--- src/rtl/first_system_pair_deserializer_pkg.sv ---
// Shared constants for the first_system two-wire link: bit positions of the
// decoded pair inside a packed word, default widths, and index sizing.
package first_system_pair_deserializer_pkg;

    localparam int IN1_BIT        = 1;
    localparam int IN2_BIT        = 0;
    localparam int DEFAULT_DATA_W = 8;
    localparam int DEFAULT_CNT_W  = 16;

    // A one-pair word still needs a 1-bit index register.
    function automatic int idx_width(input int pairs);
        return (pairs > 1) ? $clog2(pairs) : 1;
    endfunction

endpackage

--- src/rtl/first_system_pair_decoder.sv ---
// Combinational inverse of the first_system encoder
// (out1 = in1^in2, out2 = ~in2), kept separate so other link blocks can reuse it.
module first_system_pair_decoder (
    input  logic out1,
    input  logic out2,
    output logic in1,
    output logic in2
);

    assign in2 = ~out2;
    assign in1 = out1 ^ ~out2;

endmodule

--- src/rtl/first_system_pair_deserializer.sv ---
// Decodes encoded symbol pairs and packs DATA_W/2 of them into a word that is
// offered on a valid/ready port; sym_sof resynchronises a partially built word.
module first_system_pair_deserializer
    import first_system_pair_deserializer_pkg::*;
#(
    parameter int DATA_W = DEFAULT_DATA_W,
    parameter int CNT_W  = DEFAULT_CNT_W
) (
    input  logic              clk,
    input  logic              rst,
    input  logic              sym_valid,
    output logic              sym_ready,
    input  logic              sym_out1,
    input  logic              sym_out2,
    input  logic              sym_sof,
    output logic [DATA_W-1:0] word_data,
    output logic              word_valid,
    input  logic              word_ready,
    output logic              sync_err,
    output logic [CNT_W-1:0]  word_cnt
);

    localparam int               PAIRS    = DATA_W / 2;
    localparam int               IDX_W    = idx_width(PAIRS);
    localparam logic [IDX_W-1:0] LAST_IDX = IDX_W'(PAIRS - 1);

    logic [IDX_W-1:0]  idx;
    logic [IDX_W-1:0]  idx_next;
    logic [IDX_W-1:0]  pair_idx;
    logic [DATA_W-1:0] acc;
    logic [DATA_W-1:0] acc_next;
    logic [DATA_W-1:0] merged;
    logic              in1;
    logic              in2;
    logic              sym_fire;
    logic              resync;
    logic              is_final;
    logic              load;
    logic              word_take;

    first_system_pair_decoder u_decoder (
        .out1 (sym_out1),
        .out2 (sym_out2),
        .in1  (in1),
        .in2  (in2)
    );

    // Only the final pair can be stalled: it needs the output register free.
    assign sym_ready = ~((idx == LAST_IDX) & word_valid & ~word_ready);

    always_comb begin
        sym_fire  = sym_valid & sym_ready;
        word_take = word_valid & word_ready;
        resync    = sym_fire & sym_sof & (idx != '0);
        pair_idx  = sym_sof ? '0 : idx;
        is_final  = (pair_idx == LAST_IDX);
        load      = sym_fire & is_final;

        // A resync throws away whatever the accumulator already holds.
        merged = resync ? '0 : acc;
        for (int k = 0; k < PAIRS; k++) begin
            if (pair_idx == IDX_W'(k)) begin
                merged[2*k + IN1_BIT] = in1;
                merged[2*k + IN2_BIT] = in2;
            end
        end

        idx_next = idx;
        acc_next = acc;
        if (sym_fire) begin
            if (is_final) begin
                idx_next = '0;
                acc_next = '0;
            end else begin
                idx_next = pair_idx + IDX_W'(1);
                acc_next = merged;
            end
        end
    end

    always_ff @(posedge clk) begin
        if (rst) begin
            idx        <= '0;
            acc        <= '0;
            word_data  <= '0;
            word_valid <= 1'b0;
            sync_err   <= 1'b0;
            word_cnt   <= '0;
        end else begin
            idx      <= idx_next;
            acc      <= acc_next;
            sync_err <= resync;

            // A new load wins over the clear from a same-edge word transfer.
            if (load) begin
                word_data  <= merged;
                word_valid <= 1'b1;
            end else if (word_take) begin
                word_valid <= 1'b0;
            end

            if (word_take && (word_cnt != '1)) begin
                word_cnt <= word_cnt + CNT_W'(1);
            end
        end
    end

endmodule

--- config.mk ---
export PLATFORM = sky130hd
export DESIGN_NAME = first_system_pair_deserializer
export DESIGN_NICKNAME = d
export VERILOG_FILES = /design/src/rtl/first_system_pair_deserializer_pkg.sv /design/src/rtl/first_system_pair_decoder.sv /design/src/rtl/first_system_pair_deserializer.sv
export SDC_FILE = /design/constraint.sdc
export NUM_CORES = 1
export LEC_CHECK = 0
export CAP_MARGIN = 20
export CORE_MARGIN = 2
export CORE_UTILIZATION = 45
export DETAILED_ROUTE_END_ITERATION = 8
export PLACE_DENSITY = 0.71
export SLEW_MARGIN = 20
export SYNTH_ARGS = -nofsm -noshare
export SYNTH_HDL_FRONTEND = slang
export SYNTH_SLANG_ARGS = --single-unit
export TNS_END_PERCENT = 5
--- constraint.sdc ---
create_clock -name clk -period 3.4 [get_ports clk]
set_input_delay 0.68 -clock clk [delete_from_list [all_inputs] [get_ports clk]]
set_output_delay 0.68 -clock clk [all_outputs]
set_load 0.01 [all_outputs]
==> run metrics, run 1 <==
outcome finished clean; design area 2130 um2; synthesized area per cell 8.69 um2; total track usage 0.189; Post-CTS Resized 0; DP Wirelength roughly 2500 um; Seq cells post-synth 34; clock-pin slew on the worst setup and hold paths roughly 0.070 ns; Post-CTS Setup Bufs 0; antenna-violating nets left 0; leak pwr 0.817 nW; DR WL/cell 12.8 um; Max VDD drop 0.253 mV; Clock Sinks 34; final setup violation count 0; max incr delay on CP approximately 0.57 ns; Tcrit/Tclk final 0.792; switching share of power 0.237; Mapped Cells between 150 and 200; setup TNS 0 ns; PortBufs 33; Post-Syn Area 1690 um2; Synth cell types 38; share of total power in sequential cells 0.529; Clk pwr share 0.404; Fill cells 341; worst slew pin tran 0.697 ns; fraction of registers with async set/reset 0; Setup crit end kind output port; area leader, netlist dfxtp_1; Final #Nets 239; Worst path top cell family by delay buffers and inverters; Int Power around 0.0006 W; Max FO, Critical Path 6; Worst EP required 2.72 ns; final hold viol count 0; number of global-route vias before repair 1342; Comb pwr share 0.067; total clock buffers created by CTS 5; CP max-delay cell clkdlybuf4s50_1; setup slack, reg-to-reg 1.62 ns; clk_skew 0.00631 ns; minimum clock period between 2 and 3 ns; P_sw 0.000182 W; row count 22; Post-synth top cells dfxtp_1 (34), nor2_1 (27), nand3_1 (12), mux2_2 (11), nor2b_1 (11); Yosys Warn Count 0; via/cell ratio 5.32; pwr/cell area roughly 360 nW/um2; total number of vias 1469; Clk Latency, worst-skew pair 0.29 ns; total gr overflow 0; number of hold buffers added after cts 0; routability cong. between 0.7 and 0.8; First DRT Iteration DRCs 70; global-route wire length before repair 6240 um; Syn-to-layout area delta 26.3%; Antenna Cells 0; initial antenna violation count 0; RSZ-0062 raised after global routing false; Area contributors post-synth dfxtp_1 (40%), mux2_2 (7.3%), nor2_1 (6.0%); final design utilization 0.586; die area 4250 um2; Die Span Y about 65 um; Critical path buffers and inverters 2; post-placement cell area 2040 um2; Post-Route WL ~3500 um; CTS Buffer Depth 2; CTS tree built; syn_nets a little over 200; DR pass1 iterations 4; CP Launch Type primary input; Core ar. 3630 um2; Seq/Total Area, Yosys 0.404; EDFF count, synth 0; maximum achievable frequency 371 MHz; largest net degree at the start of global routing 32; root buffer cell clkbuf_8; Max Cap Viol 0; crit-path cells clkdlybuf4s50_1 -> nand4b_1 -> clkdlybuf4s50_1; num ports 34; worst hold path type reg -> reg; most common cell in the netlist dfxtp_1; WS Path Type in -> out; max_slew headroom 0.535; drt drc 0; most used cell, CP clkdlybuf4s50_1; Worst Path Arrival 2.01 ns; Synth top area share 0.404; initial core utilization 0.464; H-tree depth 2; Chip Width 65.2 um; Slew Viols, Final 0; layout cells sized above 1 0.0965; Post-synth top flop dfxtp_1
-- state kept, by name (all words and copies together) (netlist names) --
| signal | count |
|---|---|
| acc | 6 |
| idx | 2 |
| sync_err | 1 |
| word_valid | 1 |
| word_data | 8 |
| word_cnt | 16 |
-- final timing paths --
path	startpoint	to	cells past startpoint
setup / recovery	word_ready	sym_ready	3
hold / removal	acc[1]$_SDFFE_PP0P_	acc[1]$_SDFFE_PP0P_	2
setup reg to reg	word_cnt[0]$_SDFFE_PP0P_	word_cnt[7]$_SDFFE_PP0P_	5
hold reg to reg	acc[1]$_SDFFE_PP0P_	acc[1]$_SDFFE_PP0P_	2
-- per-stage QoR --
| stage | hold slack, ns | setup slack (ns) | total power [W] | instances |
|---|---|---|---|---|
| finish | 0.479 | 0.707 | 0.000770 | 276 |
| global route | 0.528 | 0.629 | 0.000799 | 276 |
| CTS | 0.483 | 0.701 | 0.000776 | 276 |
| detailed placement | 0.466 | 0.711 | 0.000468 | 268 |
| global placement | 0.456 | 0.707 | 0.000466 | 268 |
| floorplan | 0.444 | 1.61 | 0.000447 | 194 |
-- cell usage in the layout (no fill, tap or decap), drive strengths merged, types with 2 or more instances in the layout --
cell,count
a211oi,8
a21oi,11
a31oi,7
and2,5
and3,4
and4,2
clkbuf,7
clkdlybuf4s50,33
clkinv,2
dfxtp,34
ha,5
inv,8
mux2,11
mux2i,2
nand2,8
nand2b,2
nand3,12
nand4,5
nor2,27
nor2b,11
nor4,2
o21ai,8
or3,2
-- power by group through the flow --
stage                     clock [W]  sequential, W  combinational, W
final                      0.000311       0.000408         0.0000515
after global routing       0.000332       0.000408         0.0000586
after CTS                  0.000317       0.000407         0.0000513
after detailed placement          0       0.000416         0.0000511
after global placement            0       0.000416         0.0000498
after floorplan                   0       0.000416         0.0000304
-- metal layers --
metal,vias to the layer above,track usage,part of all wire
met3,5,0.0462,0.044
met1,672,0.256,0.51
met4,0,0.0911,0.022
li1,757,-,-
met2,35,0.281,0.43
met5,-,0,0
-- tightest hold or removal path, stage by stage (launching register included) --
cell and delay (ns):
dfxtp_1 0.33, nand3_1 0.06, o21ai_0 0.06
-- final cells by class --
type,instances,area [um2],share of cell area
Sequential cell,34,681,0.320
Tap cell,48,60.1,0.0282
Inverter,9,33.8,0.0159
Clock inverter,1,5.00,0.00235
Clock buffer,7,86.3,0.0406
Timing Repair Buffer,34,338,0.159
Multi-Input combinational cell,143,925,0.434
-- kinds of logic (layout without fill, tap and decap cells) --
family,after synthesis,count (layout),synth area share
flops,34,34,0.404
compound gates,40,40,0.149
buf+inv,17,51,0.0475
fa+ha+maj,5,5,0.0371
mux,13,13,0.0854
xor+xnor,1,1,0.00520
simple gates,84,84,0.272
Power figures use the tool's default switching activity.
==> run 2: changes to the inputs <==
Settings changed: PLACE_DENSITY 0.71 to 0.74.
Clock period 3.4 ns to 2.45 ns, I/O delays scaled along.
==> run 2 against run 1 <==
First-iteration DRC count fell by 11%. Utilization grew 0.96 points. Critical endpoint unchanged. Critical path depth is the same. Setup slack got worse by 0.52 ns.
==> run metrics, run 2 (synthesis gave the netlist of run 1 again) <==
outcome finished clean; routability cong. 0.831; setup TNS 0 ns; Tcrit/Tclk final 0.924; number of global-route vias before repair 1323; RSZ-0062 raised after global routing false; largest registers word_cnt: 16 flops, word_data: 8 flops, acc: 6 flops; Clock Sinks 34; DP Wirelength between 2000 and 2500 um; worst hold path type reg -> reg; DR WL/cell 12.3 um; max reg flops 16; Post-CTS Resized 0; clock-pin slew on the worst setup and hold paths around 0.070 ns; Max Cap Viol 0; WS Path Type in -> out; most frequent cells in the layout dfxtp_1 (34), clkdlybuf4s50_1 (33), nor2_1 (27); initial core utilization 0.464; antenna-violating nets left 0; Fin Hold WS 0.482 ns; Antenna Cells 0; Final Non-Filler Cells 279; total track usage 0.183; initial antenna violation count 0; Syn-to-layout area delta 28.4%; Worst EP required a little under 2 ns; leak pwr 0.836 nW; minimum clock period 2.26 ns; most common cell after layout, fill and taps aside dfxtp_1; largest net degree at the start of global routing 30; global-route wire length before repair a little under 6000 um; First DRT Iteration DRCs 62; CP Launch Type primary input; critical hold path startpoint acc[4]$_SDFFE_PP0P_; final hold viol count 0; PortBufs 33; pwr/cell area 495 nW/um2; maximum achievable frequency 442 MHz; DP Cell Count roughly 270; Worst Path Arrival 1.77 ns; Final #Nets 242; max_slew headroom 0.562; DR pass1 iterations 4; CP Launch Point word_ready; layout cells sized above 1 0.108; clk_skew 0.00506 ns; Post-CTS Setup Bufs 0; Setup crit end kind output port; root buffer cell clkbuf_8; post-placement cell area 2070 um2; Post-Route WL approximately 3400 um; worst slew pin tran 0.656 ns; Chip Width 65.2 um; row count 22; final setup violation count 0; num ports 34; Die Span Y approximately 65 um; Core ar. around 3600 um2; Max FO, Critical Path 6; die area about 4300 um2; number of hold buffers added after cts 0; total number of vias 1469; via/cell ratio 5.27; total gr overflow 0; Slew Viols, Final 0; drt drc 0; R2R Path Start word_cnt[0]$_SDFFE_PP0P_; design area around 2200 um2; CTS Buffer Depth 2; total clock buffers created by CTS 5; most flop-heavy register word_cnt; CTS tree built; H-tree depth 2; Clk Latency, worst-skew pair 0.29 ns; Max VDD drop between 0.2 and 0.25 mV
==> run 2: cell types whose count changed in the layout (fill, tap and decap cells not counted), sizes merged <==
cell and delta:
buf +3
==> run 2: final cells by class <==
cell class	count	area, um2
flip-flops and latches	34	681
clock buffers	7	86.3
multi-input cells	143	925
inverters	9	33.8
repair buffers	37	373
well taps	48	60.1
fillers	342	1470
clock inverters	1	5.00
==> run 2: layer usage <==
| layer | vias up | track usage | routed length [um] |
|---|---|---|---|
| li1 | 765 | - | - |
| met1 | 669 | 0.232 | 1720 |
| met2 | 30 | 0.282 | 1500 |
| met3 | 5 | 0.0514 | 141 |
| met4 | 0 | 0.0938 | 75 |
| met5 | - | 0 | 0 |
==> run 2: through the flow <==
step / total power (W) / setup WS (ns) / utilization
final: 0.00107 / 0.186 / 0.595
after global routing: 0.00113 / 0.0936 / 0.595
after CTS: 0.00108 / 0.178 / 0.595
after detailed placement: 0.000652 / 0.108 / 0.570
after global placement: 0.000651 / 0.162 / 0.570
after floorplan: 0.000620 / 0.848 / -
==> run 2: worst paths after layout <==
kind | cells past startpoint | end | slack, ns
min | 2 | acc[4]$_SDFFE_PP0P_ | 0.48
max | 3 | sym_ready | 0.19
max reg2reg | 5 | word_cnt[7]$_SDFFE_PP0P_ | 0.70
min reg2reg | 2 | acc[4]$_SDFFE_PP0P_ | 0.48
==> run 2: critical path: stages <==
cell             delay (ns)
clkdlybuf4s50_1        0.56
nand4b_1               0.17
clkdlybuf4s50_1        0.55
==> run 2: power breakdown <==
| group | internal [W] | switching, W |
|---|---|---|
| clock network | 0.000227 | 0.000204 |
| logic | 0.0000314 | 0.0000428 |
| registers | 0.000560 | 0.00000497 |
| total | 0.000819 | 0.000252 |
